## src/rtl/branch_resolve_unit.sv

```systemverilog
// branch_resolve_unit
//   Resolves ID-stage control flow (J, JAL, BEQ, BNE, JR) and issues a
//   registered one-cycle redirect to the fetch stage.
//
//   If the fetch stage is stalled, the redirect is held in a single
//   pending slot and issued once the stall clears.
//
//   Optional build macro:
//     DELAY_SLOT_EN  Selects branch-delay-slot semantics.
//                    When defined: flush stays 0 and the JAL link
//                    address is PC+8.
//                    When undefined: flush pulses with every redirect
//                    and the link address is PC+4.
//
//   Ports:
//     clk, rst_n        clock; synchronous active-low reset
//     inst, inst_valid  ID-stage instruction word and its valid flag
//     pc_plus4          PC of inst plus 4
//     rs_val, rt_val    forwarded register operands
//     stall             IF stage cannot accept a redirect this cycle
//     pc_src            one-cycle redirect strobe
//     jmp_addr          redirect target; holds its value between strobes
//     flush             kill the instruction fetched after the branch
//     link_we           $31 write request, coincident with a JAL redirect
//     link_addr         $31 write data
//     taken_cnt         saturating count of issued redirects
module branch_resolve_unit #(
    parameter int AW    = 32,
    parameter int CNT_W = 16
) (
    input  logic             clk,
    input  logic             rst_n,
    input  logic [31:0]      inst,
    input  logic             inst_valid,
    input  logic [AW-1:0]    pc_plus4,
    input  logic [AW-1:0]    rs_val,
    input  logic [AW-1:0]    rt_val,
    input  logic             stall,
    output logic             pc_src,
    output logic [AW-1:0]    jmp_addr,
    output logic             flush,
    output logic             link_we,
    output logic [AW-1:0]    link_addr,
    output logic [CNT_W-1:0] taken_cnt
);

    localparam logic [0:0] IDLE = 1'b0;
    localparam logic [0:0] PEND = 1'b1;

    localparam logic [5:0] OP_SPECIAL = 6'h00;
    localparam logic [5:0] OP_J       = 6'h02;
    localparam logic [5:0] OP_JAL     = 6'h03;
    localparam logic [5:0] OP_BEQ     = 6'h04;
    localparam logic [5:0] OP_BNE     = 6'h05;
    localparam logic [5:0] FN_JR      = 6'h08;

    logic [0:0]    state, state_next;
    logic [5:0]    opcode, funct;
    logic          is_j, is_jal, is_beq, is_bne, is_jr;
    logic          taken;
    logic [AW-1:0] branch_offset, jump_target, branch_target, target, link_value;

    logic [AW-1:0] pend_target, pend_link;
    logic          pend_jal;

    logic          issue, issue_jal, capture;
    logic [AW-1:0] issue_target, issue_link;

    assign opcode = inst[31:26];
    assign funct  = inst[5:0];

    assign is_j   = (opcode == OP_J);
    assign is_jal = (opcode == OP_JAL);
    assign is_beq = (opcode == OP_BEQ);
    assign is_bne = (opcode == OP_BNE);
    assign is_jr  = (opcode == OP_SPECIAL) && (funct == FN_JR);

    // Sign-extended word offset; the add wraps naturally at AW bits.
    assign branch_offset = {{(AW-18){inst[15]}}, inst[15:0], 2'b00};
    assign branch_target = pc_plus4 + branch_offset;
    assign jump_target   = {pc_plus4[AW-1:28], inst[25:0], 2'b00};

`ifdef DELAY_SLOT_EN
    assign link_value = pc_plus4 + {{(AW-3){1'b0}}, 3'd4};
`else
    assign link_value = pc_plus4;
`endif

    always_comb begin
        target = jump_target;
        if (is_jr)
            target = rs_val;
        else if (is_beq || is_bne)
            target = branch_target;
    end

    assign taken = inst_valid &&
                   (is_j || is_jal || is_jr ||
                    (is_beq && (rs_val == rt_val)) ||
                    (is_bne && (rs_val != rt_val)));

    // Decide whether to issue a redirect this edge, and from which source.
    always_comb begin
        issue        = 1'b0;
        capture      = 1'b0;
        issue_target = pend_target;
        issue_jal    = pend_jal;
        issue_link   = pend_link;
        state_next   = state;
        case (state)
            IDLE: begin
                if (taken) begin
                    if (!stall) begin
                        issue        = 1'b1;
                        issue_target = target;
                        issue_jal    = is_jal;
                        issue_link   = link_value;
                    end else begin
                        capture    = 1'b1;
                        state_next = PEND;
                    end
                end
            end
            PEND: begin
                if (!stall) begin
                    issue      = 1'b1;
                    state_next = IDLE;
                end
            end
            default: state_next = IDLE;
        endcase
    end

    always_ff @(posedge clk) begin
        if (!rst_n) begin
            state       <= IDLE;
            pc_src      <= 1'b0;
            flush       <= 1'b0;
            link_we     <= 1'b0;
            jmp_addr    <= '0;
            link_addr   <= '0;
            taken_cnt   <= '0;
            pend_target <= '0;
            pend_link   <= '0;
            pend_jal    <= 1'b0;
        end else begin
            state   <= state_next;
            pc_src  <= issue;
            link_we <= issue && issue_jal;
`ifdef DELAY_SLOT_EN
            flush   <= 1'b0;
`else
            flush   <= issue;
`endif
            if (issue)
                jmp_addr <= issue_target;
            if (issue && issue_jal)
                link_addr <= issue_link;
            if (capture) begin
                pend_target <= target;
                pend_jal    <= is_jal;
                pend_link   <= link_value;
            end
            // The count trails the strobe by one cycle.
            if (pc_src && (taken_cnt != '1))
                taken_cnt <= taken_cnt + {{(CNT_W-1){1'b0}}, 1'b1};
        end
    end

endmodule
```

## config.mk

```make
export PLATFORM = sky130hd
export DESIGN_NAME = branch_resolve_unit
export DESIGN_NICKNAME = d
export VERILOG_FILES = /design/src/rtl/branch_resolve_unit.sv
export SDC_FILE = /design/constraint.sdc
export NUM_CORES = 1
export LEC_CHECK = 0
export CAP_MARGIN = 30
export CORE_ASPECT_RATIO = 0.7
export CORE_MARGIN = 2
export CORE_UTILIZATION = 42
export CTS_CLUSTER_DIAMETER = 150
export CTS_CLUSTER_SIZE = 40
export DETAILED_ROUTE_END_ITERATION = 16
export HOLD_SLACK_MARGIN = 0.03
export PLACE_DENSITY = 0.7
export REMOVE_ABC_BUFFERS = 1
export SETUP_SLACK_MARGIN = 0.05
export SLEW_MARGIN = 20
export SYNTH_ARGS = -nofsm -noshare
export SYNTH_HDL_FRONTEND = slang
export SYNTH_SLANG_ARGS = --single-unit
```

## constraint.sdc

```tcl
create_clock -name clk -period 3.9 [get_ports clk]
set_input_delay 0.585 -clock clk [delete_from_list [all_inputs] [get_ports clk]]
set_output_delay 0.585 -clock clk [all_outputs]
set_load 0.02 [all_outputs]
```

---- Word-level counts from Yosys, hierarchy flattened ----
Index checks and enable logic that the tools add are counted.
W data, S select, Z words.
word-level totals
  register bits ........................... 148
  output and inout port bits .............. 83
  input port bits ......................... 132
cells by class
  mux-type cells .......................... 18
  reductions and logical operators ........ 12
  bitwise logic cells ..................... 1
  add/subtract/negate cells ............... 2
  equal/unequal tests ..................... 8
operators with widths
  operator                 count
  $mux W32                 8
  $add A32 B32 Y32         1
  $eq A32 B32 Y1           1
  $ne A32 B32 Y1           1
  $add A16 B1 Y16 const B  1
  $ne A16 B16 Y1 const B   1
  $eq A6 B2 Y1 const B     2
  $eq A6 B3 Y1 const B     2
  $mux W1                  8
  $eq A6 B4 Y1 const B     1
  $logic_and A1 B1 Y1      6
  $logic_not A6 Y1         1
  $logic_or A1 B1 Y1       5
  $pmux W1 S2              2
  $not A1 Y1               1

---- Logic depth before layout (Yosys ltp) ----
Gate-level depths: netlist of the first run.
  depth in word-level cells ............... 9
  depth in mapped cells ................... 10
  gate-level depth less buffers ........... 10

---- Least setup slack after synthesis of the first run ----
Ideal clock, no wire load.
  kind .................................... input to register
  start ................................... in inst[0]
  end ..................................... reg jmp_addr[24]
  arrival time ............................ 2.863 ns
  data required time ...................... 3.797 ns
  path buffers ............................ 0
  stages on the path ...................... 10
  setup slack ............................. 0.934 ns
  path through ............................ ha_1 -> fa_1 -> a21o_1 -> a221o_1 -> o211ai_1 -> and4_1 -> or2_1 -> nand4_1 -> and3_1 -> a2111oi_2
on the way
  cells in the longest elaborated chain, start to end .. 8
RTL lines
  what                                                      RTL line  source
  from (decl)                                               33        input logic [31:0] inst,
  branches (longest 8 deep; another with $add A32 B32 Y32)  -
  to (signal assigned)                                      156       jmp_addr <= issue_target;
  to (decl)                                                 40        output logic [AW-1:0] jmp_addr,
Parallel ways; which one is timed is not known.
A chain may end at the register's enable or synchronous reset.

---- Final worst setup path of the first run ----
Ends and elaborated chain as after synthesis.

==> reports/qor.txt, run 1 <==
GLOBAL ROUTE
----------------------------------------------------------------------------------------------------
Wire length of the first global-routing pass                                                46800 um
Combined global-route utilization of all metal layers                                          0.277
Maximum number of pins on one net before global-route repair                                      54
Overflow left after global routing                                                                 0
Via count of the first global-routing pass                                                      8463
Initial antenna violation count                                                                    0

CLOCK NETWORK
----------------------------------------------------------------------------------------------------
Clock-pin slew reported for the worst setup and hold paths after clock tree synthesis          60 ps
CTS sink count                                                                                   148
H-Tree Depth                                                                                       4
Clock latency reported for the late side of the worst-skew pair                               440 ps
Number of gates resized after CTS                                                                  0
Count of hold-fix buffers inserted at cts                                                          0
Number of buffers created by CTS                                                                  17
Clock root buffer                                                                          clkbuf_16
Post-CTS repair timing setup buffer count                                                          0
Clock tree from TritonCTS                                                                       done
Maximum clock path buffer count                                                                    2

DETAILED ROUTING
----------------------------------------------------------------------------------------------------
Residual antenna-violating net count after detailed routing                                        0
Wire length after detailed routing                                                          30100 um
Iteration count of the initial detailed-routing pass                                               5
Vias after detailed routing                                                                     9031
Via density per instance                                                                        5.68
DR WL/cell                                                                                   19.0 um
DRC errors left                                                                                    0
Iteration-0 DRC Markers                                                                          749

PLACED DESIGN
----------------------------------------------------------------------------------------------------
HPWL after detailed placement                                                               22400 um
Quantity of I/O buffers inserted on ports                                                        214
Placed cell areas                                                                         0.0113 mm2
Cell total after placement                                                                      1557
Global placer's final weighted congestion                                                      0.927

FLOORPLANNING
----------------------------------------------------------------------------------------------------
Horizontal extent of the die                                                                  176 um
Initial core utilization                                                                       0.432
Std-Cell Rows                                                                                     43
Total die area                                                                            0.0218 mm2
Die extent in y                                                                               124 um
Core box area                                                                             0.0200 mm2
I/O pin count                                                                                    215

YOSYS
----------------------------------------------------------------------------------------------------
Synth unique cells                                                                                68
Cells after Synth                                                                               1092
Number of warnings reported in the yosys synthesis log                                             0
Cell area after synthesis                                                                0.00865 mm2
Share of async-settable or async-resettable flops after synthesis                                  0
Top flip-flop cell by instance count after synthesis                                         dfxtp_1
Number of flops mapped to enable cells by yosys                                                    0
Share of synthesized area occupied by flip-flops and latches                                   0.343
Post-synthesis register bit count                                                                148
Mean Syn Cell Area                                                                          7.92 um2

JOB
----------------------------------------------------------------------------------------------------
Max-cap violations                                                                                 0

STA
----------------------------------------------------------------------------------------------------
RSZ-0062 raised after global routing                                                              no
Worst slew margin                                                                              0.526
Count of pins over their slew limit                                                                0
Worst Clk Skew                                                                               10.7 ps
Final hold viol count                                                                              0
Number of setup violations in the final report                                                     0
Transition time of the tightest slew-check pin                                                711 ps
Period Utilization, post-route                                                                 0.869
Maximum clock frequency                                                                    0.295 GHz
Clock period minus worst slack                                                               3390 ps

SETUP PATH
----------------------------------------------------------------------------------------------------
CP max FO                                                                                          6
Crit Reg-Reg Startpoint                                                                 taken_cnt[6]$_SDFFE_PN0P_
Largest delay contributor family on the critical path                                   compound AO/OA/AOI/OAI gates
Category of the critical setup timing path                                                 in -> reg
Crit path depth                                                                                   11
Type of element launching the critical path                                               input port
Logic depth of the worst register-to-register path                                                 8
Startpoint of the most critical setup path                                                   inst[0]
CP endpoint kind                                                                           flip-flop
Crit path cell chain                                                                    clkdlybuf4s50_1 > ha_1 > fa_1 > a21o_1 > a221o_1 > o211ai_1 > and4_1 > or2_1 > nand4_1 > and3_1 > a2111oi_2
Slowest cell on crit path                                                               clkdlybuf4s50_1
Number of buffer and inverter instances along the worst setup path                                 1
CP max stage delay                                                                            480 ps
Arr. time, crit path                                                                         3720 ps
CP required                                                                                  4230 ps

LAYOUT
----------------------------------------------------------------------------------------------------
Final instance count without filler cells                                                       1589
Number of diodes added for antenna fixing                                                          0
Post-route design area                                                                    0.0119 mm2
Nets@finish                                                                                     1469
Layout area overhead                                                                           37.4%
Share of layout cells above drive strength 1                                                  0.0986

STATUS
----------------------------------------------------------------------------------------------------
Run status                                                                              finished clean

MIN PATH
----------------------------------------------------------------------------------------------------
Hold path startpoint                                                                    jmp_addr[1]$_SDFFE_PN0P_
Number of cells on the worst hold path                                                             2
Type of the worst min-delay path                                                          reg -> reg

POWER AND IR DROP
----------------------------------------------------------------------------------------------------
Leakage power                                                                             0.00420 uW
Peak VDD IR                                                                                 0.186 mV
Power per cell area                                                                       319 mW/mm2

==> metal layers <==
layer,track usage,vias to the layer above,share of wire
li1,-,4374,-
met1,0.397,4249,0.48
met2,0.418,371,0.43
met3,0.0556,37,0.077
met4,0.0842,0,0.017
met5,0,-,0
==> worst register-to-register path, cell delays in order, from the launching register on <==
cell and delay [ps]:
dfxtp_1 440, and4_1 300, nand4_1 280, o31ai_1 560
nor2_1 220, nand2_1 230, nor3_1 90, xnor2_1 140
nor2_1 50
==> sequential cells by signal (all words and copies together) (netlist names) <==
register,count
link_addr,32
pend_link,32
pend_target,32
jmp_addr,32
pend_jal,1
link_we,1
state,1
flush,1
taken_cnt,16
==> kinds of logic (layout without fill, tap and decap cells) <==
logic type | count (synthesis) | in the layout | share of synthesized area
AO/OA/AOI/OAI | 317 | 317 | 0.269
buffers and inverters | 80 | 307 | 0.0421
XOR/XNOR | 65 | 65 | 0.0658
AND/OR/NAND/NOR | 442 | 442 | 0.225
flip-flops | 148 | 148 | 0.343
multiplexers | 9 | 9 | 0.0104
adder cells (fa/ha/maj) | 31 | 31 | 0.0457
==> layout by cell type, fill, tap and decap left out, drive strengths merged, types with 12 or more instances in the layout <==
master	n
buf	52
a311oi	33
dfxtp	148
nand3	25
xor2	45
nand2	215
a21o	16
a21oi	101
a31oi	18
clkbuf	19
a211oi	18
xnor2	20
nor2	110
inv	13
o21ai	46
and3	20
clkdlybuf4s50	214
nor3	14
ha	30
nor4	12
==> per-stage QoR <==
stage	utilization	hold WS (ps)	setup TNS [ps]	worst slack [ps]	total power (uW)
6_report	0.594	452	0	511	3790
2_1_floorplan	-	436	-98310	-1370	1890
5_1_grt	0.594	475	0	329	3930
3_5_place_dp	0.565	447	0	92.2	2210
4_1_cts	0.594	453	0	550	3800
3_3_place_gp	0.565	442	0	74.1	2210
==> power by group <==
part / total, uW / internal [uW] / switching (uW)
logic: 667 / 310 / 356
clock network: 1600 / 901 / 695
registers: 1530 / 1520 / 5.42
==> Yosys cell counts (all sizes together) (2+ instances only) <==
cell type / count / area (um2)
nand2b: 5 / 31.3
and2: 5 / 31.3
xnor2: 20 / 175
o2111ai: 5 / 43.8
o21bai: 5 / 37.5
and3: 20 / 125
o22ai: 2 / 12.5
or2: 5 / 31.3
a21oi: 101 / 505
o211a: 3 / 30.0
nand4: 11 / 68.8
a211oi: 18 / 135
a31oi: 18 / 128
a21o: 16 / 120
and3b: 2 / 17.5
a22oi: 10 / 80.1
nor2: 110 / 413
o221ai: 5 / 43.8
nor3: 14 / 70.1
a22o: 5 / 43.8
a221o: 3 / 30.0
a31o: 4 / 35.0
a2111oi: 2 / 23.8
o21a: 2 / 15.0
clkbuf: 40 / 150
o31ai: 11 / 82.6
a311oi: 33 / 470
o211ai: 11 / 82.6
nand2: 215 / 807
and4: 4 / 35.0
o21ai: 46 / 234
ha: 30 / 375
dfxtp: 148 / 2960
nor4: 12 / 90.1
o32ai: 3 / 26.3
xor2: 45 / 394
nand3b: 4 / 30.0
mux2i: 9 / 90.1
inv: 9 / 33.8
or3: 6 / 37.5
o311ai: 2 / 35.0
buf: 31 / 180
nand3: 25 / 125
a221oi: 4 / 35.0
==> final cells by class <==
class,instances,area [um2]
Clock buffer,19,443
Clock inverter,13,124
Fill cell,1840,8140
Inverter,9,36.3
Multi-Input combinational cell,864,5360
Sequential cell,148,2960
Tap cell,270,338
Timing Repair Buffer,266,2620
==> worst paths after layout <==
path / to / slack [ps]
min reg2reg: jmp_addr[1]$_SDFFE_PN0P_ / 450
max reg2reg: taken_cnt[15]$_SDFFE_PN0P_ / 1440
max: jmp_addr[24]$_SDFFE_PN0P_ / 510
min: jmp_addr[1]$_SDFFE_PN0P_ / 450
No activity file was read; power rests on OpenSTA's default activity.
==> run 2: changes to the inputs <==
--- a/config.mk
+++ b/config.mk
@@ -5,7 +5,6 @@
 export SDC_FILE = /design/constraint.sdc
 export NUM_CORES = 1
 export LEC_CHECK = 0
-export CAP_MARGIN = 30
 export CORE_ASPECT_RATIO = 0.7
 export CORE_MARGIN = 2
 export CORE_UTILIZATION = 42
==> results of run 2 <==
No change in the layout: final DEF, timing and power equal those of run 1.
==> run 3: changes to the inputs <==
==> constraint.sdc (replaced) <==
create_clock -name clk -period 3.9 [get_ports clk]
set_input_delay 0.585 -clock clk [delete_from_list [all_inputs] [get_ports clk]]
set_output_delay 0.585 -clock clk [all_outputs]
set_load 0.05 [all_outputs]
==> results of run 3 <==
The final DEF is identical to that of run 1. Status: finished clean.
Main changes from that run: total power 3790 uW -> 3800 uW
